`config.mk`:
```
export PLATFORM = sky130hd
export DESIGN_NAME = pc_unit
export DESIGN_NICKNAME = d
export VERILOG_FILES = /design/src/rtl/pc_unit.sv
export SDC_FILE = /design/constraint.sdc
export NUM_CORES = 1
export LEC_CHECK = 0
export BUFFER_PORTS_ARGS = -buffer_cell sky130_fd_sc_hd__buf_2
export CAP_MARGIN = 20
export CORE_MARGIN = 2
export CORE_UTILIZATION = 45
export DETAILED_ROUTE_END_ITERATION = 8
export HOLD_SLACK_MARGIN = 0.1
export PLACE_DENSITY_LB_ADDON = 0.08
export RECOVER_POWER = 100
export SLEW_MARGIN = 20
export SYNTH_ARGS = -nofsm -noshare
export SYNTH_HDL_FRONTEND = slang
export SYNTH_SLANG_ARGS = --single-unit
export TNS_END_PERCENT = 100
```
`constraint.sdc`:
```
create_clock -name clk -period 9.5 [get_ports clk]
set_input_delay 1.425 -clock clk [delete_from_list [all_inputs] [get_ports clk]]
set_output_delay 1.425 -clock clk [all_outputs]
set_load 0.005 [all_outputs]
```
`src/rtl/pc_unit.sv`:
```
//------------------------------------------------------------------------------
// pc_unit : program counter with branch/jump target selection, exception
//           redirect and a circular return-address stack for RET prediction.
// Revision: 1.0
//------------------------------------------------------------------------------
`default_nettype none

module pc_unit #(
  parameter int               WIDTH      = 32,
  parameter logic [WIDTH-1:0] RESET_PC   = WIDTH'(32'h0000_3000),
  parameter logic [WIDTH-1:0] EXC_VECTOR = WIDTH'(32'h0000_4180),
  parameter int               RAS_DEPTH  = 4
) (
  input  logic                             clk,
  input  logic                             reset,
  input  logic                             stall,
  input  logic                             exc_req,
  input  logic [2:0]                       jump_mode,
  input  logic [1:0]                       alu_comp_result,
  input  logic [15:0]                      num,
  input  logic [25:0]                      jnum,
  input  logic [WIDTH-1:0]                 reg_,
  output logic [WIDTH-1:0]                 pc,
  output logic [WIDTH-1:0]                 next_pc,
  output logic [WIDTH-1:0]                 link_addr,
  output logic [$clog2(RAS_DEPTH+1)-1:0]   ras_count,
  output logic                             ras_hit,
  output logic                             ras_miss
);

  localparam int C_CW = $clog2(RAS_DEPTH + 1);
  localparam int C_PW = $clog2(RAS_DEPTH);

  localparam logic [C_CW-1:0] C_FULL = C_CW'(RAS_DEPTH);

  localparam logic [2:0] C_SEQ = 3'd0;
  localparam logic [2:0] C_BEQ = 3'd1;
  localparam logic [2:0] C_BNE = 3'd2;
  localparam logic [2:0] C_JR  = 3'd3;
  localparam logic [2:0] C_J   = 3'd4;
  localparam logic [2:0] C_JAL = 3'd5;
  localparam logic [2:0] C_RET = 3'd6;

  logic [WIDTH-1:0] r_pc;
  logic [C_PW-1:0]  r_sp;
  logic [C_CW-1:0]  r_count;
  logic             r_hit;
  logic             r_miss;
  logic [WIDTH-1:0] r_mem [RAS_DEPTH];

  logic [WIDTH-1:0] w_pc4;
  logic [WIDTH-1:0] w_offset;
  logic [WIDTH-1:0] w_br_tgt;
  logic [WIDTH-1:0] w_j_tgt;
  logic [WIDTH-1:0] w_next;
  logic [C_PW-1:0]  w_sp_dec;
  logic [WIDTH-1:0] w_top;
  logic             w_accept;
  logic             w_push;
  logic             w_pop;
  logic             w_empty;
  logic             w_full;

  assign w_pc4    = r_pc + WIDTH'(4);
  assign w_offset = {{(WIDTH-18){num[15]}}, num, 2'b00};
  assign w_br_tgt = w_pc4 + w_offset;
  assign w_j_tgt  = {w_pc4[WIDTH-1:28], jnum, 2'b00};

  always_comb begin
    w_next = w_pc4;
    if (exc_req) begin
      w_next = EXC_VECTOR;
    end else begin
      case (jump_mode)
        C_BEQ:       if (alu_comp_result == 2'b00) w_next = w_br_tgt;
        C_BNE:       if (alu_comp_result != 2'b00) w_next = w_br_tgt;
        C_JR, C_RET: w_next = reg_;
        C_J, C_JAL:  w_next = w_j_tgt;
        default:     w_next = w_pc4;
      endcase
    end
  end

  // Stack only moves on cycles where the instruction actually retires.
  assign w_accept = !stall && !exc_req;
  assign w_push   = w_accept && (jump_mode == C_JAL);
  assign w_pop    = w_accept && (jump_mode == C_RET);
  assign w_empty  = (r_count == '0);
  assign w_full   = (r_count == C_FULL);
  assign w_sp_dec = r_sp - C_PW'(1);
  assign w_top    = r_mem[w_sp_dec];

  always_ff @(posedge clk or posedge reset) begin
    if (reset) begin
      r_pc    <= RESET_PC;
      r_sp    <= '0;
      r_count <= '0;
      r_hit   <= 1'b0;
      r_miss  <= 1'b0;
    end else begin
      r_hit  <= 1'b0;
      r_miss <= 1'b0;
      if (exc_req) begin
        r_pc <= EXC_VECTOR;
      end else if (!stall) begin
        r_pc <= w_next;
      end
      // A full stack wraps the pointer onto the oldest entry.
      if (w_push) begin
        r_sp <= r_sp + C_PW'(1);
        if (!w_full) r_count <= r_count + C_CW'(1);
      end else if (w_pop) begin
        if (!w_empty) begin
          r_sp    <= w_sp_dec;
          r_count <= r_count - C_CW'(1);
          r_hit   <= (w_top == reg_);
          r_miss  <= (w_top != reg_);
        end else begin
          r_miss  <= 1'b1;
        end
      end
    end
  end

  always_ff @(posedge clk) begin
    if (w_push) r_mem[r_sp] <= w_pc4;
  end

  assign pc        = r_pc;
  assign next_pc   = w_next;
  assign link_addr = w_pc4;
  assign ras_count = r_count;
  assign ras_hit   = r_hit;
  assign ras_miss  = r_miss;

endmodule

`default_nettype wire
```
==> run summary, run 1 <==
CTS Hold Bufs -> 0
Seq cells post-synth -> 167
Hold wc startpoint -> pc[12]$_DFFE_PP1P_
Via count -> 7959
Hold slack -> 0.5653 ns
CTS sink cnt -> 167
Initial core utilization -> 45.79%
Worst-margin pin slew -> 2.763 ns
Final hold vios -> 0
Unique masters post-synth -> 74
Vias in the first global route -> 7659
Critical R2R Launch -> pc[2]$_DFFE_PP0P_
Remaining DRCs -> 0
# resized after CTS -> 0
Post-synth EDFFs -> 128
Startpoint Class -> register
Commonest register cell after synthesis -> edfxtp_1
FP Rows -> 54
H-tree depth -> 4
Commonest cells post-synth -> 128 x edfxtp_1, 73 x nor2_1, 60 x a21oi_1, 60 x xnor2_1, 56 x nand2_1
Num CTS Buffers -> 17
Post-layout power -> 2.439 mW
CTS tree -> done
Global-route wire length before repair -> 47780 um
Slew HR -> -84.29%
Syn Std Cell Area -> 9993 um2
Minimum clock period -> 6.723 ns
CP peak stage delay -> 0.80 ns
CP Max Fanout -> 8
First-pass DRT Iterations -> 8
Wire length per cell -> 23.97 um
Fin nets -> 1161
Die Span Y -> 153.0 um
WL met2 -> 14690 um
Max-capacitance violation count -> 7
IO Count -> 184
Syn Nets -> 1001
Synth warnings -> 0
DP HPWL -> 23530 um
Max Clock Freq -> 0.1487 GHz
Worst Setup SP -> pc[2]$_DFFE_PP0P_
Final Setup Violations -> 0
Tot GR Track Use -> 27.34%
CP endpoint kind -> primary output
Unrepaired setup endpoints after global routing -> false
Worst setup margin -> 2.777 ns
Sum Neg Setup Slack -> 0 ns
Root buffer cell -> clkbuf_16
Post-Syn Area per Cell -> 11.42 um2
Outcome -> complete, but fails checks
CP Data Arrival Time -> 5.30 ns
Failing checks -> capacitance limit, slew limit
Power Density -> 210.8 nW/um2
Synth area leaders -> edfxtp_1 38%, dfrtp_1 9.3%, mux4_2 7.2%
Setup bufs post-CTS -> 0
Slowest-stage cell, CP -> nor3_1
Die width -> 153.0 um
Leakage power total -> 4.266 nW
Worst path required time -> 8.08 ns
Number of DRC markers in iteration 0 -> 953
DRT Wirelength -> 31840 um
Antenna diodes -> 0
Worst Hold Class -> reg2reg
Clock skew after layout -> 0.01579 ns
DP Worst Slack -> 3.634 ns
Die ar. -> 23420 um2
Share of cells above drive strength 1 -> 18.89%
Synth area leader -> edfxtp_1
Via density -> 5.993
VDD IR max -> 179.5 uV
Top-area cell type share of the netlist area -> 38.46%
Slew Viols, Final -> 238
Post-layout util -> 53.04%
Highest routed layer -> met4
Max Root-Sink Buffers -> 2
Largest net degree at the start of global routing -> 40
Crit path cell chain -> nand4_1 > nor3_1 > nand3_1 > xnor2_1 > ha_1 > a21oi_1 > o21ai_1 > a32oi_1 > nand3_1 > a21oi_1 > xnor2_1 > a21boi_0 > nor2_1 > clkbuf_1
IO Port Bufs -> 183
Placer Congestion -> 0.9486
Seq/Total Area, Yosys -> 48.25%
Syn Inst Count -> 875
Worst-path clk slew -> 0.07 ns
Initial antenna violation count -> 0
Core area -> 21820 um2
Ys async rst share -> 23.35%
Tcrit/Tclk final -> 70.77%
Layout area overhead -> 15.83%
Antenna-violating nets left -> 0
Met1 wire length -> 13920 um
Routed wl met3 -> 2742 um
Grt total ovfl -> 0
WS Path Type -> reg2out
Clk Latency, worst-skew pair -> 0.44 ns
Count leader, synth -> edfxtp_1
==> final timing paths <==
check	end	slack [ns]	depth (start not counted)
worst min-delay path	pc[12]$_DFFE_PP1P_	0.57	2
worst max-delay path	next_pc[24]	2.78	14
max in group asynchronous	r_sp[0]$_DFFE_PP0P_	6.88	2
worst max register to register	pc[24]$_DFFE_PP0P_	4.54	13
worst min register to register	pc[12]$_DFFE_PP1P_	0.57	2
min in group asynchronous	pc[1]$_DFFE_PP0P_	1.50	2
==> sequential cells by signal (all words and copies together), names as in the netlist <==
name and flops:
r_mem 128, pc 32, ras_count 3, r_sp 2, ras_hit 1, ras_miss 1
==> routing by layer <==
| metal | vias up | global-route usage [%] |
|---|---|---|
| met4 | 0 | 6.085 |
| met5 | - | 0 |
| met1 | 3909 | 39.62 |
| met3 | 34 | 5.699 |
| met2 | 345 | 42.64 |
| li1 | 3671 | - |
==> worst max-delay path: cells and delay by family, from the launching register on <==
kind | cells | cell delay [ns]
buf+inv | 1 | 0.16
flops | 1 | 0.44
compound gates | 5 | 1.43
simple gates | 5 | 1.57
xor+xnor | 2 | 0.85
fa+ha+maj | 1 | 0.40
==> kinds of logic after synthesis <==
group	after synthesis	synth area share, %
and+or+nand+nor	241	12.08
AOI/OAI and AO/OA	224	15.70
DFF	167	48.25
xor gates and xnor gates	82	7.412
buffers and inverters	80	3.193
adders and majority gates	43	5.534
muxes	38	7.825
==> cell type report <==
cell class	instances	area [um2]
Clock inverter	15	181.4
Multi-Input combinational cell	628	4797
Fill cell	2043	10250
Clock buffer	17	425.4
Timing Repair Buffer	193	892.1
Tap cell	280	350.3
Sequential cell	167	4823
Inverter	28	105.1
==> metrics by stage <==
stage | area [um2] | cells
after floorplan | 9993 | 875
after global placement | 11140 | 1296
after detailed placement | 11140 | 1296
after CTS | 11750 | 1328
after global routing | 11570 | 1328
final | 11570 | 1328
==> cell usage in the layout, fill, tap and decap left out, drive strengths merged, types with 7 or more instances in the layout <==
cell,Yosys,layout
o21a,7,7
nor3,13,13
a21oi,60,60
o21ai,40,40
nand3,23,23
clkinv,2,7
a211oi,20,20
xnor2,63,63
a222oi,21,21
nand2b,7,7
nand4,24,24
mux4,32,32
nor2b,10,10
dfrtp,37,37
a21boi,10,10
ha,41,41
clkbuf,41,100
edfxtp,128,128
nor2,73,73
inv,26,34
buf,11,110
xor2,19,19
or3,9,9
nand2,56,56
==> where the power goes <==
group	switching, mW	internal (mW)	leakage, nW
combinational	0.498	0.378	2.31
clock	0.328	0.378	0.294
sequential	0.0340	0.822	1.66
Power figures use the tool's default switching activity.
==> run 2: changes to the inputs <==
==> constraint.sdc (replaced) <==
create_clock -name clk -period 6.3 [get_ports clk]
set_input_delay 0.945 -clock clk [delete_from_list [all_inputs] [get_ports clk]]
set_output_delay 0.945 -clock clk [all_outputs]
set_load 0.005 [all_outputs]
==> run summary, run 2 (synthesis results as in run 1) <==
Via count -> 8152 (+2.4%)
Worst path required time -> 5.35 ns (-2.73 ns)
Unrepaired setup endpoints after global routing -> false
Final Setup Violations -> 0 (unchanged)
Gate power share -> 36.6% (+0.7 points)
Clk Latency, worst-skew pair -> 0.44 ns (about the same)
Die width -> 153.0 um (unchanged)
Tot GR Track Use -> 27.68% (+0.34 points)
Final hold vios -> 0 (unchanged)
Placed instance area -> 11220 um2 (+0.74%)
Slew HR -> -113.6% (-29 points)
WS Path Type -> reg2out
Initial antenna violation count -> 0 (unchanged)
CTS sink cnt -> 167 (unchanged)
Worst-path clk slew -> 0.07 ns (about the same)
Design area -> 11630 um2 (+0.52%)
Max Clock Freq -> 0.1693 GHz
Max FFs per register -> 128 (unchanged)
Setup bufs post-CTS -> 0 (unchanged)
IO Port Bufs -> 183 (unchanged)
Number of DRC markers in iteration 0 -> 881 (-7.6%)
Root buffer cell -> clkbuf_16
CP endpoint kind -> primary output
Num CTS Buffers -> 17 (unchanged)
Power Density -> 314.6 nW/um2 (+49%)
Hold path endpoint -> ras_count[2]$_DFFE_PP0P_
Die Span Y -> 153.0 um (unchanged)
Vias in the first global route -> 7599 (-0.78%)
Reg2Reg Depth -> 3 (-10)
Tcrit/Tclk final -> 93.78%
Via density -> 6.088 (+1.6%)
Core area -> 21820 um2 (unchanged)
IO Count -> 184 (unchanged)
VDD IR max -> 219.4 uV (+22%)
Outcome -> complete, but fails checks
Failing checks -> capacitance limit, slew limit
Seq pwr share -> 35.3% (+0.2 points)
Max Root-Sink Buffers -> 2 (unchanged)
CP Max Fanout -> 7 (-1)
Minimum clock period -> 5.908 ns
Largest register by flop count -> r_mem
CTS Hold Bufs -> 0 (unchanged)
Fin nets -> 1172 (+0.95%)
Initial core utilization -> 45.79% (unchanged)
First-pass DRT Iterations -> 7 (-1)
H-tree depth -> 4 (unchanged)
Fill count -> 1982 (-3.0%)
CP Data Arrival Time -> 4.96 ns (-0.34 ns)
Sw frac -> 35.52% (+0.25 points)
FP Rows -> 54 (unchanged)
Worst Hold Path Cells -> 1 (-1)
Remaining DRCs -> 0 (unchanged)
Startpoint Class -> register
Reg-to-reg setup timing slack -> 0.79 ns (-3.75 ns)
Commonest non-fill, non-tap cells in the layout -> 128 x edfxtp_1, 104 x buf_2, 72 x nor2_1, 72 x clkbuf_1, 63 x xnor2_1
Max-capacitance violation count -> 6 (-1)
Internal power -> 2.360 mW (+49%)
Worst-margin pin slew -> 3.204 ns (+0.4412 ns)
Hold wc startpoint -> ras_count[2]$_DFFE_PP0P_
Commonest non-fill, non-tap cell in the layout -> edfxtp_1
Layout area overhead -> 16.43%
Largest net degree at the start of global routing -> 40 (unchanged)
Clock share of power -> 28.1% (-0.9 points)
Worst Hold Class -> reg2reg
DRT Wirelength -> 32730 um (+2.8%)
Antenna-violating nets left -> 0 (unchanged)
Terminus of the critical flop-to-flop path -> r_mem[3][24]$_DFFE_PP_
NetSw -> 1.300 mW (+51%)
Grt total ovfl -> 0 (unchanged)
Clock skew after layout -> 0.01300 ns (-0.002791 ns)
Leakage power total -> 4.307 nW (+0.97%)
CTS tree -> done
Share of cells above drive strength 1 -> 19.45% (+0.56 points)
Wire length per cell -> 24.44 um (+2.0%)
DP HPWL -> 24210 um (+2.9%)
Die ar. -> 23420 um2 (unchanged)
Critical R2R Launch -> r_sp[0]$_DFFE_PP0P_
Slew Viols, Final -> 209 (-12%)
Sum Neg Setup Slack -> 0 ns (unchanged)
Placer Congestion -> 0.9421 (-0.69%)
Antenna diodes -> 0 (unchanged)
Global-route wire length before repair -> 48420 um (+1.4%)
[run 2: changes by cell type in the layout (fill, tap and decap cells not counted), moves of 2 or more]
cell	change
buf_1	+2
buf_4	+2
clkbuf_1	+3
clkbuf_2	+5
clkinv_2	+2
o21ai_0	-2
o21ai_1	+2
[run 2: worst max path at each step]
| stage | slack, ns | start | end | depth (start not counted) |
|---|---|---|---|---|
| global route | 0.04 | pc[2]$_DFFE_PP0P_ | next_pc[30] | 15 |
| CTS | 0.43 | pc[2]$_DFFE_PP0P_ | next_pc[25] | 15 |
| global placement | 1.02 | pc[2]$_DFFE_PP0P_ | next_pc[30] | 15 |
| floorplan | 1.77 | pc[2]$_DFFE_PP0P_ | next_pc[30] | 16 |
| detailed placement | 0.92 | pc[2]$_DFFE_PP0P_ | next_pc[25] | 15 |
| finish | 0.39 | pc[2]$_DFFE_PP0P_ | next_pc[25] | 15 |
[run 2: power by group through the flow]
stage / logic [mW] / registers, mW / clock network, mW
final: 1.34 / 1.29 / 1.03
after global routing: 1.44 / 1.30 / 1.08
after CTS: 1.35 / 1.29 / 1.04
after detailed placement: 1.34 / 1.32 / 0
after global placement: 1.34 / 1.31 / 0
after floorplan: 0.923 / 1.31 / 0
[run 2: cell type report]
type / count / area (um2) / share of cell area, %
clock buffers: 17 / 425.4 / 3.656
multi-input cells: 628 / 4827 / 41.49
repair buffers: 204 / 945.9 / 8.130
well taps: 280 / 350.3 / 3.011
inverters: 28 / 105.1 / 0.9033
flip-flops and latches: 167 / 4823 / 41.46
clock inverters: 15 / 157.7 / 1.355
[run 2: timing repair]
item                                    CTS  global route
gates resized for setup                   0             1
hold endpoints to repair                  0             0
endpoints found under the setup margin    0             1
[run 2: through the flow]
stage                     hold slack, ns  std cells  worst slack (ns)  utilization (%)  power, mW
final                             0.5610       1339            0.3918            53.31      3.660
after global routing              0.5971       1339           0.03766            53.31      3.822
after CTS                         0.5174       1339            0.4282            54.11      3.676
after detailed placement          0.5070       1307            0.9203            51.43      2.652
after global placement            0.5047       1307             1.020            51.43      2.651
after floorplan                   0.4958        875             1.774                -      2.229
[run 2: critical path, cell delays in order, from the launching register on]
cell      delay, ns
dfrtp_1        0.44
ha_1           0.21
nand3_1        0.18
or3_1          0.56
nor2b_4        0.21
xor2_1         0.57
ha_1           0.44
a21oi_1        0.27
o21ai_0        0.13
a21oi_1        0.39
mux2i_1        0.14
a222oi_1       0.30
a21boi_1       0.23
o21ai_1        0.13
nor2b_1        0.17
clkbuf_1       0.16
[run 2: routing by layer]
metal	part of all wire (%)	up-vias	routed length, um	global-route usage (%)
met3	8.2	39	2695	5.415
met2	46	395	14900	42.22
met4	2.1	0	683	7.760
li1	-	3698	-	-
met1	44	4020	14450	40.52
met5	0	-	0	0
==> run 3: changes to the inputs <==
--- a/config.mk
+++ b/config.mk
@@ -9,6 +9,7 @@
 export CAP_MARGIN = 20
 export CORE_MARGIN = 2
 export CORE_UTILIZATION = 45
+export CTS_BUF_LIST = sky130_fd_sc_hd__clkbuf_8
 export DETAILED_ROUTE_END_ITERATION = 8
 export HOLD_SLACK_MARGIN = 0.1
 export PLACE_DENSITY_LB_ADDON = 0.08
==> constraint.sdc (replaced) <==
create_clock -name clk -period 5.85 [get_ports clk]
set_input_delay 0.8775 -clock clk [delete_from_list [all_inputs] [get_ports clk]]
set_output_delay 0.8775 -clock clk [all_outputs]
set_load 0.005 [all_outputs]
==> run summary, run 3 (synthesis results as in run 1) <==
Via density -> 5.975 (-1.9%)
Share of cells above drive strength 1 -> 19.93% (+0.47 points)
Initial antenna violation count -> 0 (unchanged)
Power Density -> 319.2 nW/um2 (+1.5%)
Max Root-Sink Buffers -> 2 (unchanged)
Root buffer cell -> clkbuf_8
Reg2Reg Depth -> 15 (+12)
Grt total ovfl -> 0 (unchanged)
Num CTS Buffers -> 17 (unchanged)
DP HPWL -> 24320 um (+0.46%)
Failing checks -> capacitance limit, slew limit
CP Max Fanout -> 7 (unchanged)
Tcrit/Tclk final -> 94.92%
VDD IR max -> 179.0 uV (-18%)
Unrepaired setup endpoints after global routing -> false
Wire length per cell -> 24.11 um (-1.4%)
Largest register by flop count -> r_mem
Largest net degree at the start of global routing -> 40 (unchanged)
Worst Hold Path Cells -> 2 (+1)
Sum Neg Setup Slack -> 0 ns (unchanged)
CTS tree -> done
DRT Wirelength -> 32520 um (-0.64%)
Die width -> 153.0 um (unchanged)
WS Path Type -> reg2out
Max FFs per register -> 128 (unchanged)
Fill count -> 2037 (+2.8%)
H-tree depth -> 4 (unchanged)
Max-capacitance violation count -> 5 (-1)
CTS sink cnt -> 167 (unchanged)
FP Rows -> 54 (unchanged)
Hold slack -> 0.5675 ns (+0.006538 ns)
Worst-path clk slew -> 0.10 ns (+0.03 ns)
Max Clock Freq -> 0.1801 GHz
Worst Hold Class -> reg2reg
Leakage power total -> 4.283 nW (-0.56%)
Critical R2R Launch -> pc[2]$_DFFE_PP0P_
Remaining DRCs -> 0 (unchanged)
Core area -> 21820 um2 (unchanged)
Die Span Y -> 153.0 um (unchanged)
Tot GR Track Use -> 27.57% (-0.11 points)
Slew HR -> -80.38% (+33 points)
Placer Congestion -> 0.8950 (-5.0%)
Layout area overhead -> 15.37%
Clock skew after layout -> 0.01481 ns (+0.001812 ns)
CTS Hold Bufs -> 0 (unchanged)
Vias in the first global route -> 7731 (+1.7%)
Startpoint Class -> register
Initial core utilization -> 45.79% (unchanged)
First-pass DRT Iterations -> 8 (+1)
Antenna-violating nets left -> 0 (unchanged)
Slew Viols, Final -> 172 (-18%)
Clk Latency, worst-skew pair -> 0.47 ns (+0.03 ns)
Commonest non-fill, non-tap cell in the layout -> edfxtp_1
Setup bufs post-CTS -> 0 (unchanged)
Outcome -> complete, but fails checks
CP Data Arrival Time -> 4.68 ns (-0.28 ns)
Global-route wire length before repair -> 48070 um (-0.73%)
IO Count -> 184 (unchanged)
Die ar. -> 23420 um2 (unchanged)
Minimum clock period -> 5.553 ns
Commonest non-fill, non-tap cells in the layout -> 128 x edfxtp_1, 110 x buf_2, 78 x clkbuf_1
Via count -> 8060 (-1.1%)
Final hold vios -> 0 (unchanged)
Number of DRC markers in iteration 0 -> 700 (-21%)
Worst-margin pin slew -> 2.704 ns (-0.4999 ns)
Worst Setup SP -> pc[2]$_DFFE_PP0P_
Hold wc startpoint -> pc[13]$_DFFE_PP1P_
Antenna diodes -> 0 (unchanged)
CP endpoint kind -> primary output
Worst path required time -> 4.97 ns (-0.38 ns)
Final Setup Violations -> 0 (unchanged)
Fin nets -> 1182 (+0.85%)
IO Port Bufs -> 183 (unchanged)
==> run 3: cell types whose count changed in the layout (fill, tap and decap cells not counted), moves of 2 or more <==
cell / before / now
buf_2: 104 / 110
clkbuf_1: 72 / 78
clkbuf_16: 17 / 0
clkbuf_8: 0 / 17
clkinv_2: 2 / 0
o21ai_0: 33 / 30
o21ai_1: 6 / 9
xnor2_1: 63 / 61
xnor2_2: 0 / 2
==> run 3: timing repair <==
item                                    4_1_cts  5_1_grt
endpoints found under the hold margin         0        0
endpoints found under the setup margin        0        1
gates resized for setup                       0        3
==> run 3: area by class of cell <==
type                            instances  area, um2  area share [%]
Sequential cell                       167       4823           41.83
Clock inverter                         15      175.2           1.519
Clock buffer                           17      234.0           2.029
Multi-Input combinational cell        628       4852           42.08
Timing Repair Buffer                  214      989.7           8.584
Inverter                               28      105.1          0.9116
Tap cell                              280      350.3           3.039
==> run 3: per-layer routing <==
| metal | GRT usage (%) | routed length, um | vias up | part of all wire, % |
|---|---|---|---|---|
| li1 | - | - | 3733 | - |
| met1 | 39.40 | 14280 | 3966 | 44 |
| met2 | 42.26 | 14850 | 321 | 46 |
| met3 | 7.400 | 2740 | 40 | 8.4 |
| met4 | 6.481 | 651 | 0 | 2.0 |
| met5 | 0 | 0 | - | 0 |
==> run 3: through the flow <==
step                power [mW]  worst slack [ns]  std cells  cell area (um2)  utilization, %
finish                   3.681            0.2970       1349            11530           52.83
global route             3.858           0.06262       1349            11530           52.83
CTS                      3.724           0.08946       1349            11710           53.65
detailed placement       2.871            0.6512       1317            11300           51.78
global placement         2.867            0.7628       1317            11300           51.78
floorplan                2.400             1.391        875             9993               -
==> run 3: final timing paths <==
path | to | slack (ns)
max in group asynchronous | r_sp[0]$_DFFE_PP0P_ | 3.83
min | pc[13]$_DFFE_PP1P_ | 0.57
max | next_pc[28] | 0.30
max reg2reg | pc[28]$_DFFE_PP0P_ | 1.67
min in group asynchronous | pc[1]$_DFFE_PP0P_ | 0.91
min reg2reg | pc[13]$_DFFE_PP1P_ | 0.57
==> run 3: power breakdown <==
group	switching (mW)	internal [mW]	total [mW]	leakage (nW)
registers	0.0573	1.33	1.39	1.66
logic	0.802	0.629	1.43	2.41
clock network	0.495	0.363	0.858	0.208
==> run 3: worst max-delay path: stages, from the launching register on <==
cell      delay [ns]
dfrtp_1         0.47
ha_1            0.23
nand3_1         0.17
or3_4           0.48
nor2_1          0.15
xor2_1          0.16
clkbuf_1        0.29
ha_1            0.35
nand4_1         0.17
nor2_1          0.07
a32oi_1         0.38
nand3_1         0.27
a31oi_1         0.26
mux2i_1         0.21
nand2_1         0.10
a21oi_1         0.30
clkbuf_2        0.16
